--- src/rtl/round_sequencer_pkg.sv ---
// Shared game package: sequencer state encoding, default timing parameters
// and the two-bit hand result codes ({player_light, dealer_light}).
// Used by the hand state machine, the round sequencer and its bench.
package round_sequencer_pkg;

    typedef enum logic [2:0] {
        ST_IDLE   = 3'd0,
        ST_CLEAR  = 3'd1,
        ST_PLAY   = 3'd2,
        ST_SETTLE = 3'd3,
        ST_HOLD   = 3'd4
    } seq_state_t;

    localparam int CLEAR_CYC_DEF   = 2;
    localparam int TIMEOUT_CYC_DEF = 15;

    localparam int TALLY_W = 8;
    localparam int CNT_W   = 8;

    // Result codes are {player_win_light, dealer_win_light}
    localparam logic [1:0] RES_NONE   = 2'b00;
    localparam logic [1:0] RES_DEALER = 2'b01;
    localparam logic [1:0] RES_PLAYER = 2'b10;
    localparam logic [1:0] RES_TIE    = 2'b11;

endpackage

--- src/rtl/round_sequencer_if.sv ---
// Round sequencer bus: start request and hand lights in, hand-machine
// reset, status flags and tallies out.
//   master : the side that presses start and reports lights (board / bench)
//   slave  : the round sequencer
interface round_sequencer_if import round_sequencer_pkg::*; ();

    logic               start;
    logic               player_win_light;
    logic               dealer_win_light;
    logic               game_rst;
    logic               busy;
    logic               round_done;
    logic               timeout_err;
    logic [TALLY_W-1:0] player_tally;
    logic [TALLY_W-1:0] dealer_tally;
    logic [TALLY_W-1:0] tie_tally;
    logic [TALLY_W-1:0] round_count;

    modport master (
        output start, player_win_light, dealer_win_light,
        input  game_rst, busy, round_done, timeout_err,
        input  player_tally, dealer_tally, tie_tally, round_count
    );

    modport slave (
        input  start, player_win_light, dealer_win_light,
        output game_rst, busy, round_done, timeout_err,
        output player_tally, dealer_tally, tie_tally, round_count
    );

endinterface

--- src/rtl/round_sequencer_sat_counter.sv ---
// sat_counter: W-bit up counter with synchronous active-high clear and an
// increment enable; holds at all-ones instead of wrapping.
//   clk : clock
//   clr : synchronous clear, dominates inc
//   inc : increment enable
//   q   : count
module sat_counter #(
    parameter int W = 8
) (
    input  logic         clk,
    input  logic         clr,
    input  logic         inc,
    output logic [W-1:0] q
);

    always_ff @(posedge clk) begin
        if (clr)
            q <= '0;
        else if (inc && (q != {W{1'b1}}))
            q <= q + 1'b1;
    end

endmodule

--- src/rtl/round_sequencer.sv ---
// round_sequencer: runs one baccarat round per start press.
// IDLE -> CLEAR (hold hand machine in reset) -> PLAY (wait for a light or
// time out) -> SETTLE (tally) -> HOLD (show result until start released).
//   slow_clock : sole clock
//   resetb     : synchronous active-high reset
//   bus        : start/lights in; game_rst, busy, round_done, timeout_err,
//                saturating tallies and wrapping round_count out
// Every output is a register; game_rst/busy/round_done are decoded from the
// next state so they change on the same edge as the state.
module round_sequencer import round_sequencer_pkg::*; #(
    parameter int CLEAR_CYC   = CLEAR_CYC_DEF,
    parameter int TIMEOUT_CYC = TIMEOUT_CYC_DEF
) (
    input  logic             slow_clock,
    input  logic             resetb,
    round_sequencer_if.slave bus
);

    localparam logic [CNT_W-1:0] CLEAR_LAST = CNT_W'(CLEAR_CYC - 1);
    localparam logic [CNT_W-1:0] PLAY_LAST  = CNT_W'(TIMEOUT_CYC - 1);

    seq_state_t         state, state_nxt;
    logic [CNT_W-1:0]   cyc_cnt, cyc_cnt_nxt;
    logic [1:0]         result, result_nxt;
    logic               tmo_hit;
    logic               settle_now;
    logic               lights_any;

    logic               game_rst_q, busy_q, round_done_q, timeout_err_q;
    logic [TALLY_W-1:0] round_count_q;
    logic [TALLY_W-1:0] player_q, dealer_q, tie_q;

    assign lights_any = bus.player_win_light | bus.dealer_win_light;

    always_comb begin
        state_nxt   = state;
        cyc_cnt_nxt = cyc_cnt;
        result_nxt  = result;
        tmo_hit     = 1'b0;
        settle_now  = 1'b0;
        case (state)
            ST_IDLE: begin
                if (bus.start) begin
                    state_nxt   = ST_CLEAR;
                    cyc_cnt_nxt = '0;
                    result_nxt  = RES_NONE;
                end
            end
            ST_CLEAR: begin
                if (cyc_cnt == CLEAR_LAST) begin
                    state_nxt   = ST_PLAY;
                    cyc_cnt_nxt = '0;
                end else begin
                    cyc_cnt_nxt = cyc_cnt + 1'b1;
                end
            end
            ST_PLAY: begin
                cyc_cnt_nxt = cyc_cnt + 1'b1;
                // A light on the last allowed cycle still counts as a result
                if (lights_any) begin
                    state_nxt  = ST_SETTLE;
                    result_nxt = {bus.player_win_light, bus.dealer_win_light};
                end else if (cyc_cnt == PLAY_LAST) begin
                    state_nxt = ST_HOLD;
                    tmo_hit   = 1'b1;
                end
            end
            ST_SETTLE: begin
                state_nxt  = ST_HOLD;
                settle_now = 1'b1;
            end
            ST_HOLD: begin
                // Only a released start re-arms IDLE, so a held button
                // cannot launch a second round
                if (!bus.start)
                    state_nxt = ST_IDLE;
            end
            default: begin
                state_nxt   = ST_IDLE;
                cyc_cnt_nxt = '0;
                result_nxt  = RES_NONE;
            end
        endcase
    end

    always_ff @(posedge slow_clock) begin
        if (resetb) begin
            state         <= ST_IDLE;
            cyc_cnt       <= '0;
            result        <= RES_NONE;
            game_rst_q    <= 1'b1;
            busy_q        <= 1'b0;
            round_done_q  <= 1'b0;
            timeout_err_q <= 1'b0;
            round_count_q <= '0;
        end else begin
            state         <= state_nxt;
            cyc_cnt       <= cyc_cnt_nxt;
            result        <= result_nxt;
            game_rst_q    <= (state_nxt == ST_IDLE) || (state_nxt == ST_CLEAR);
            busy_q        <= (state_nxt != ST_IDLE);
            round_done_q  <= (state_nxt == ST_SETTLE);
            if (tmo_hit)
                timeout_err_q <= 1'b1;
            if (tmo_hit || settle_now)
                round_count_q <= round_count_q + 1'b1;
        end
    end

    sat_counter #(.W(TALLY_W)) u_player_tally (
        .clk (slow_clock),
        .clr (resetb),
        .inc (settle_now && (result == RES_PLAYER)),
        .q   (player_q)
    );

    sat_counter #(.W(TALLY_W)) u_dealer_tally (
        .clk (slow_clock),
        .clr (resetb),
        .inc (settle_now && (result == RES_DEALER)),
        .q   (dealer_q)
    );

    sat_counter #(.W(TALLY_W)) u_tie_tally (
        .clk (slow_clock),
        .clr (resetb),
        .inc (settle_now && (result == RES_TIE)),
        .q   (tie_q)
    );

    assign bus.game_rst     = game_rst_q;
    assign bus.busy         = busy_q;
    assign bus.round_done   = round_done_q;
    assign bus.timeout_err  = timeout_err_q;
    assign bus.round_count  = round_count_q;
    assign bus.player_tally = player_q;
    assign bus.dealer_tally = dealer_q;
    assign bus.tie_tally    = tie_q;

endmodule

--- src/flat_wrapper.sv ---
// flat-port wrapper written by rule: the top's interface ports become plain ports
module round_sequencer_flat import round_sequencer_pkg::*;
#(
    parameter int CLEAR_CYC   = CLEAR_CYC_DEF,
    parameter int TIMEOUT_CYC = TIMEOUT_CYC_DEF
)
  (slow_clock, resetb, bus_start, bus_player_win_light, bus_dealer_win_light, bus_game_rst, bus_busy, bus_round_done, bus_timeout_err, bus_player_tally, bus_dealer_tally, bus_tie_tally, bus_round_count);
  round_sequencer_if bus_i ();
  input  logic slow_clock;
  input  logic resetb;
  input wire logic [$bits(bus_i.start)-1:0] bus_start;
  input wire logic [$bits(bus_i.player_win_light)-1:0] bus_player_win_light;
  input wire logic [$bits(bus_i.dealer_win_light)-1:0] bus_dealer_win_light;
  output wire logic [$bits(bus_i.game_rst)-1:0] bus_game_rst;
  output wire logic [$bits(bus_i.busy)-1:0] bus_busy;
  output wire logic [$bits(bus_i.round_done)-1:0] bus_round_done;
  output wire logic [$bits(bus_i.timeout_err)-1:0] bus_timeout_err;
  output wire logic [$bits(bus_i.player_tally)-1:0] bus_player_tally;
  output wire logic [$bits(bus_i.dealer_tally)-1:0] bus_dealer_tally;
  output wire logic [$bits(bus_i.tie_tally)-1:0] bus_tie_tally;
  output wire logic [$bits(bus_i.round_count)-1:0] bus_round_count;
  assign bus_i.start = bus_start;
  assign bus_i.player_win_light = bus_player_win_light;
  assign bus_i.dealer_win_light = bus_dealer_win_light;
  assign bus_game_rst = bus_i.game_rst;
  assign bus_busy = bus_i.busy;
  assign bus_round_done = bus_i.round_done;
  assign bus_timeout_err = bus_i.timeout_err;
  assign bus_player_tally = bus_i.player_tally;
  assign bus_dealer_tally = bus_i.dealer_tally;
  assign bus_tie_tally = bus_i.tie_tally;
  assign bus_round_count = bus_i.round_count;
  round_sequencer #(.CLEAR_CYC(CLEAR_CYC), .TIMEOUT_CYC(TIMEOUT_CYC)) u_core (.slow_clock(slow_clock), .resetb(resetb), .bus(bus_i));
endmodule
--- config.mk ---
export PLATFORM = sky130hd
export DESIGN_NAME = round_sequencer_flat
export DESIGN_NICKNAME = d
export VERILOG_FILES = /design/src/rtl/round_sequencer_pkg.sv /design/src/rtl/round_sequencer_if.sv /design/src/rtl/round_sequencer_sat_counter.sv /design/src/rtl/round_sequencer.sv /design/src/flat_wrapper.sv
export SDC_FILE = /design/constraint.sdc
export NUM_CORES = 1
export LEC_CHECK = 0
export ABC_AREA = 1
export ABC_CLOCK_PERIOD_IN_PS = 3800
export BUFFER_PORTS_ARGS = -buffer_cell sky130_fd_sc_hd__buf_4
export CORE_UTILIZATION = 25
export CTS_CLUSTER_SIZE = 12
export DETAILED_ROUTE_END_ITERATION = 16
export PLACE_DENSITY = 0.52
export SKIP_CTS_REPAIR_TIMING = 1
export SYNTH_ARGS = -nofsm -noshare
export SYNTH_HDL_FRONTEND = slang
export SYNTH_SLANG_ARGS = --single-unit
--- constraint.sdc ---
create_clock -name slow_clock -period 3.8 [get_ports slow_clock]
set_clock_uncertainty 0.2 [all_clocks]
set_input_delay 0.76 -clock slow_clock [delete_from_list [all_inputs] [get_ports slow_clock]]
set_output_delay 0.76 -clock slow_clock [all_outputs]
set_load 0.01 [all_outputs]
==> results of run 1 <==
==> area by class of cell <==
cell class / count / area [µm²]
Clock buffer: 6 / 72.6
Clock inverter: 2 / 15.0
Fill cell: 1146 / 7140
Inverter: 59 / 221
Multi-Input combinational cell: 297 / 1420
Sequential cell: 49 / 981
Tap cell: 136 / 170
Timing Repair Buffer: 40 / 300
==> critical path, cell delays in order, from the launching register on <==
cell,delay [ns]
dfxtp_1,0.45
nand3_2,0.30
nor2_1,0.23
nand2_1,0.26
inv_1,0.27
nand2_1,0.08
a21oi_1,0.11
==> sequential cells by signal, indices dropped and copies added, names as in the netlist <==
name,cells
u_core.bus.timeout_err,1
u_core.u_tie_tally.q,8
u_core.result,2
u_core.u_player_tally.q,8
u_core.bus.round_count,8
u_core.bus.busy,1
u_core.bus.round_done,1
u_core.cyc_cnt,8
u_core.state,3
u_core.u_dealer_tally.q,8
u_core.bus.game_rst,1
==> per-stage QoR <==
| step | cells | setup WS (ns) |
|---|---|---|
| final | 589 | 1.84 |
| after global routing | 589 | 1.61 |
| after CTS | 589 | 1.82 |
| after detailed placement | 581 | 1.54 |
| after global placement | 581 | 1.60 |
| after floorplan | 415 | 2.03 |
==> where the power goes <==
group / switching (mW) / leakage (nW) / internal [mW]
Sequential: 0.0100 / 0.396 / 0.522
Clock: 0.179 / 0.0374 / 0.130
Combinational: 0.0463 / 1.01 / 0.0232
==> routing by layer <==
metal  wire length (µm)  vias up
met4                 93        0
met5                  0        -
met3                261        7
met2               2790       37
li1                   -     1374
met1               3120     1140
==> synthesized netlist by cell type (5+ instances only) <==
cell	instances	area, µm²
nand2_1	127	477
inv_1	57	214
dfxtp_1	49	981
nor2_1	45	169
nand3_1	39	195
a21oi_1	29	145
xor2_1	12	105
o21ai_0	11	55.1
nand4_1	10	62.6
ha_1	7	87.6
buf_2	5	25.0
clkbuf_1	5	18.8
nor3_1	5	25.0
==> logic make-up after synthesis <==
| logic type | after synthesis |
|---|---|
| adders and majority gates | 7 |
| buffers and inverters | 69 |
| xor gates and xnor gates | 13 |
| DFF | 49 |
| and+or+nand+nor | 236 |
| AOI/OAI and AO/OA | 41 |
==> worst paths after layout <==
kind / cells after the start / endpoint / start
worst max register to register: 6 / u_core.u_tie_tally.q[2] / u_core.state[0]
worst min register to register: 2 / u_core.bus.timeout_err / u_core.bus.timeout_err
worst min-delay path: 2 / u_core.bus.timeout_err / u_core.bus.timeout_err
worst max-delay path: 6 / u_core.u_tie_tally.q[2] / u_core.state[0]
==> out/summary.log, run 1 <==
INFO  grt            grt_antenna_before_repair=0
INFO  floorplanning  initial_utilization=0.258
INFO  clock_network  cts.sinks=49
INFO  grt            globalRouteMet2Util=0.199
INFO  worst_setup_path critPathKind=reg2reg
INFO  synthesis      largest_family_of_logic_cells_by_synthesized_area=simple AND/OR/NAND/NOR gates
INFO  synthesis      synth-async-reset-ratio=0
INFO  clock_network  cts_htree_levels=2
INFO  grt            grt_use_met3=0.0266
INFO  clock_network  cts_root_buffer=clkbuf_8
INFO  placed_design  place_congestion=0.774
INFO  clock_network  cts_buf_count=5
INFO  route          antenna_violating_nets_post_route=0
INFO  clock_network  cts_tree=yes
INFO  worst_hold_path hold_path_class=reg2reg
INFO  synthesis      post_synth.cell_area_avg=6.43µm²
INFO  synthesis      synth_compound_gate_area_share=0.0779
INFO  route          drt_wl_total=6260µm
INFO  final_layout   number_of_antenna_cells_inserted=0
INFO  clock_network  cts.path.max_buffers=2
INFO  synthesis      yosysSeqAreaShare=0.368
INFO  power_and_ir_drop power_density=286nW/µm²
INFO  sta            setup_viol_count_final=0
INFO  sta            rsz0062_at_grt=no
INFO  sta            period_share=0.515
INFO  sta            max_fclk=511MHz
INFO  grt            via_count_of_the_first_global_routing_pass=2,375
INFO  route          dr.first_iter.drc_count=89
INFO  sta            finalHoldWorstSlack=0.290ns
INFO  sta            max_slew.worst_pin.slew=0.656ns
INFO  synthesis      yosys.cell_types.count=21
INFO  grt            grt.met1_usage=0.154
INFO  worst_setup_path worstPathRequired=3.83ns
INFO  route          detailroute.via_count=2,558
INFO  floorplanning  fp-row-count=37
INFO  final_layout   layout_common_cells=nand2_1 (127), inv_1 (57), dfxtp_1 (49)
INFO  grt            globalRouteOverflowTotal=0
INFO  floorplanning  die_h=105µm
INFO  final_layout   area.growth.synth_to_final=19.3%
INFO  final_layout   layout.cells.most_common=nand2_1
INFO  final_layout   final_cell_area=3180µm²
INFO  placed_design  place.port_buffers=40
INFO  route          detail_route.drc_violations=0
INFO  floorplanning  floorplan.die_area=11,100µm²
INFO  clock_network  cts.clk_slew.worst_paths=0.10ns
INFO  sta            slew-limit-headroom=0.562
INFO  floorplanning  die_w=105µm
INFO  status         run_status=completed
INFO  worst_setup_path timing.critical_path.arrival=1.99ns
INFO  grt            grt_pass1_wl=10,900µm
INFO  synthesis      postSynthCellCount=415
INFO  synthesis      yosys-mux-area-fraction=0
INFO  worst_setup_path cp-start-kind=flop
INFO  synthesis      synth_adder_area_share=0.0328
INFO  sta            setup-tns-final=0ns
INFO  sta            final_report_hold_violation_count=0
INFO  power_and_ir_drop max-vdd-ir-drop=0.128mV
INFO  final_layout   final_nets=464
INFO  synthesis      synth-xor-area-share=0.0427
INFO  final_layout   post_route_cells_drive_above_1_share=0.121
INFO  route          detail_route.vias_per_cell=4.34
INFO  power_and_ir_drop power_leakage=1.44nW
INFO  grt            grt.total_usage=0.121
INFO  worst_setup_path kind_of_end_point_of_the_critical_path=flop
INFO  worst_setup_path crit_path_max_fanout=14
INFO  worst_setup_path worst-r2r-setup-slack=1.84ns
INFO  grt            grt_max_degree=27
INFO  synthesis      syn_area=2670µm²
INFO  synthesis      synth_seq_cells=49
INFO  job            cap_violations=0
INFO  power_and_ir_drop p_total=910µW
INFO  clock_network  clock_latency=0.31ns
INFO  placed_design  place_hpwl=4500µm
INFO  synthesis      count_of_flip_flops_with_a_built_in_enable_after_synthesis=0
INFO  synthesis      yosys.area_share.simple=0.379
INFO  route          drt-pass1-iter-count=4
INFO  synthesis      synth_warnings=0
INFO  grt            grt.busiest_layer=met2
INFO  synthesis      synth.net_count=427
INFO  floorplanning  coreArea=10,300µm²
INFO  sta            min_period=1.96ns
INFO  synthesis      postSynth.topFlopCell=dfxtp_1
INFO  placed_design  cell_area_after_placement=3090µm²
INFO  final_layout   postLayoutCoreUtil=0.308
INFO  sta            slew_viol_final=0
INFO  route          drt-wirelength-per-cell=10.6µm
INFO  floorplanning  pin_count=41
Power figures use the tool's default switching activity.
==> run 2: changes to the inputs <==
--- a/config.mk
+++ b/config.mk
@@ -6,7 +6,7 @@
 export NUM_CORES = 1
 export LEC_CHECK = 0
 export ABC_AREA = 1
-export ABC_CLOCK_PERIOD_IN_PS = 3800
+export ABC_CLOCK_PERIOD_IN_PS = 1870
 export BUFFER_PORTS_ARGS = -buffer_cell sky130_fd_sc_hd__buf_4
 export CORE_UTILIZATION = 25
 export CTS_CLUSTER_SIZE = 12
==> constraint.sdc (replaced) <==
create_clock -name slow_clock -period 1.87 [get_ports slow_clock]
set_clock_uncertainty 0.2 [all_clocks]
set_input_delay 0.374 -clock slow_clock [delete_from_list [all_inputs] [get_ports slow_clock]]
set_output_delay 0.374 -clock slow_clock [all_outputs]
set_load 0.01 [all_outputs]
==> out/summary.log, run 2 (synthesis gave the netlist of run 1 again) <==
INFO  worst_setup_path worstPathRequired=1.85ns
INFO  power_and_ir_drop max-vdd-ir-drop=0.243mV
INFO  grt            grt_antenna_before_repair=0
INFO  worst_setup_path worstRegToRegCells=8
INFO  sta            min_period=1.68ns
INFO  clock_network  cts_buf_count=5
INFO  grt            via_count_of_the_first_global_routing_pass=2,494
INFO  sta            rsz0062_at_grt=no
INFO  route          drt_wl_total=6230µm
INFO  floorplanning  initial_utilization=0.258
INFO  placed_design  place_hpwl=4620µm
INFO  final_layout   area.growth.synth_to_final=22.8%
INFO  clock_network  cts_tree=yes
INFO  final_layout   filler_cell_count=1,124
INFO  sta            slew-limit-headroom=0.783
INFO  grt            grt_max_degree=26
INFO  power_and_ir_drop power_leakage=1.51nW
INFO  worst_setup_path kind_of_end_point_of_the_critical_path=flop
INFO  route          dr.first_iter.drc_count=112
INFO  sta            slew_viol_final=0
INFO  worst_setup_path cp-start-kind=flop
INFO  floorplanning  pin_count=41
INFO  final_layout   layout_common_cells=nand2_1 (126), inv_1 (57), buf_4 (52)
INFO  sta            max_fclk=597MHz
INFO  placed_design  place_congestion=0.780
INFO  floorplanning  coreArea=10,300µm²
INFO  floorplanning  fp-row-count=37
INFO  power_and_ir_drop power_density=571nW/µm²
INFO  sta            max_slew.worst_pin.slew=0.323ns
INFO  clock_network  cts.sinks=49
INFO  grt            grt.met1_usage=0.150
INFO  floorplanning  floorplan.die_area=11,100µm²
INFO  grt            grt_pass1_wl=11,000µm
INFO  route          drt-pass1-iter-count=5
INFO  route          drt-wirelength-per-cell=10.4µm
INFO  clock_network  cts.path.max_buffers=2
INFO  route          detailroute.via_count=2,596
INFO  floorplanning  die_h=105µm
INFO  grt            globalRouteMet2Util=0.203
INFO  grt            grt.busiest_layer=met2
INFO  grt            grt.total_usage=0.121
INFO  clock_network  clock_latency=0.30ns
INFO  final_layout   number_of_antenna_cells_inserted=0
INFO  placed_design  place.port_buffers=40
INFO  final_layout   layout.cells.most_common=nand2_1
INFO  clock_network  cts_root_buffer=clkbuf_8
INFO  route          antenna_violating_nets_post_route=0
INFO  final_layout   post_route_cells_drive_above_1_share=0.148
INFO  floorplanning  die_w=105µm
INFO  final_layout   final_nets=476
INFO  sta            setup_viol_count_final=0
INFO  route          detail_route.drc_violations=0
INFO  route          detail_route.vias_per_cell=4.32
INFO  sta            setup-tns-final=0ns
INFO  worst_setup_path timing.critical_path.arrival=1.66ns
INFO  worst_hold_path hold_path_class=in2reg
INFO  status         run_status=completed
INFO  final_layout   final-instance-count-excl-fill=601
INFO  worst_hold_path hold-path-cell-count=3
INFO  sta            period_share=0.896
INFO  job            cap_violations=0
INFO  placed_design  dp_cells=593
INFO  sta            final_report_hold_violation_count=0
INFO  grt            globalRouteOverflowTotal=0
INFO  clock_network  cts_htree_levels=2
INFO  clock_network  cts.clk_slew.worst_paths=0.10ns
INFO  worst_setup_path crit_path_max_fanout=10
INFO  worst_setup_path critPathKind=reg2reg
INFO  grt            grt_use_met3=0.0297
==> run 2: cell count changes in the layout (fill, tap and decap cells not counted) <==
cell / delta
buf_4: +12
dfxtp_2: +1
dfxtp_1: -1
nand2_2: +1
nand2_1: -1
==> run 2: worst max-delay path, stage by stage, from the launching register on <==
cell and delay (ns):
dfxtp_1 0.40, ha_1 0.23, nand2_1 0.08, nor2_1 0.09
nand2_1 0.07, nand2_2 0.16, inv_1 0.16, nand2_1 0.10
a21oi_1 0.06
==> run 2: per-stage QoR <==
stage / total power [mW] / setup WS (ns) / area [µm²] / hold WS, ns / utilization
2_1_floorplan: 1.20 / 0.310 / 2670 / 0.266 / -
3_5_place_dp: 1.26 / 0.0810 / 3180 / 0.254 / 0.308
5_1_grt: 1.96 / 0.00362 / 3280 / 0.131 / 0.317
6_report: 1.87 / 0.195 / 3280 / 0.143 / 0.317
4_1_cts: 1.90 / 0.0534 / 3270 / 0.134 / 0.317
3_3_place_gp: 1.26 / 0.141 / 3180 / 0.265 / 0.308
==> run 2: cell type report <==
cell class / instances / area, µm² / share of cell area
multi-input cells: 297 / 1420 / 0.435
flip-flops and latches: 49 / 982 / 0.300
repair buffers: 52 / 390 / 0.119
inverters: 59 / 221 / 0.0676
well taps: 136 / 170 / 0.0519
clock buffers: 6 / 72.6 / 0.0222
clock inverters: 2 / 15.0 / 0.00458
==> run 2: layer usage <==
| layer | wire length, µm | part of all wire |
|---|---|---|
| met5 | 0 | 0 |
| met4 | 114 | 0.018 |
| met3 | 278 | 0.045 |
| met2 | 2790 | 0.45 |
| met1 | 3040 | 0.49 |
==> run 2: worst paths after layout <==
check	from	end	slack, ns
max	u_core.u_player_tally.q[1]	u_core.u_player_tally.q[7]	0.19
min	bus_player_win_light	u_core.result[1]	0.14
max reg2reg	u_core.u_player_tally.q[1]	u_core.u_player_tally.q[7]	0.19
min reg2reg	u_core.bus.timeout_err	u_core.bus.timeout_err	0.27
==> run 2: power by group <==
group	leakage, nW	switching [mW]	internal (mW)
Clock	0.0374	0.372	0.265
Sequential	0.396	0.0202	1.06
Combinational	1.07	0.0964	0.0552
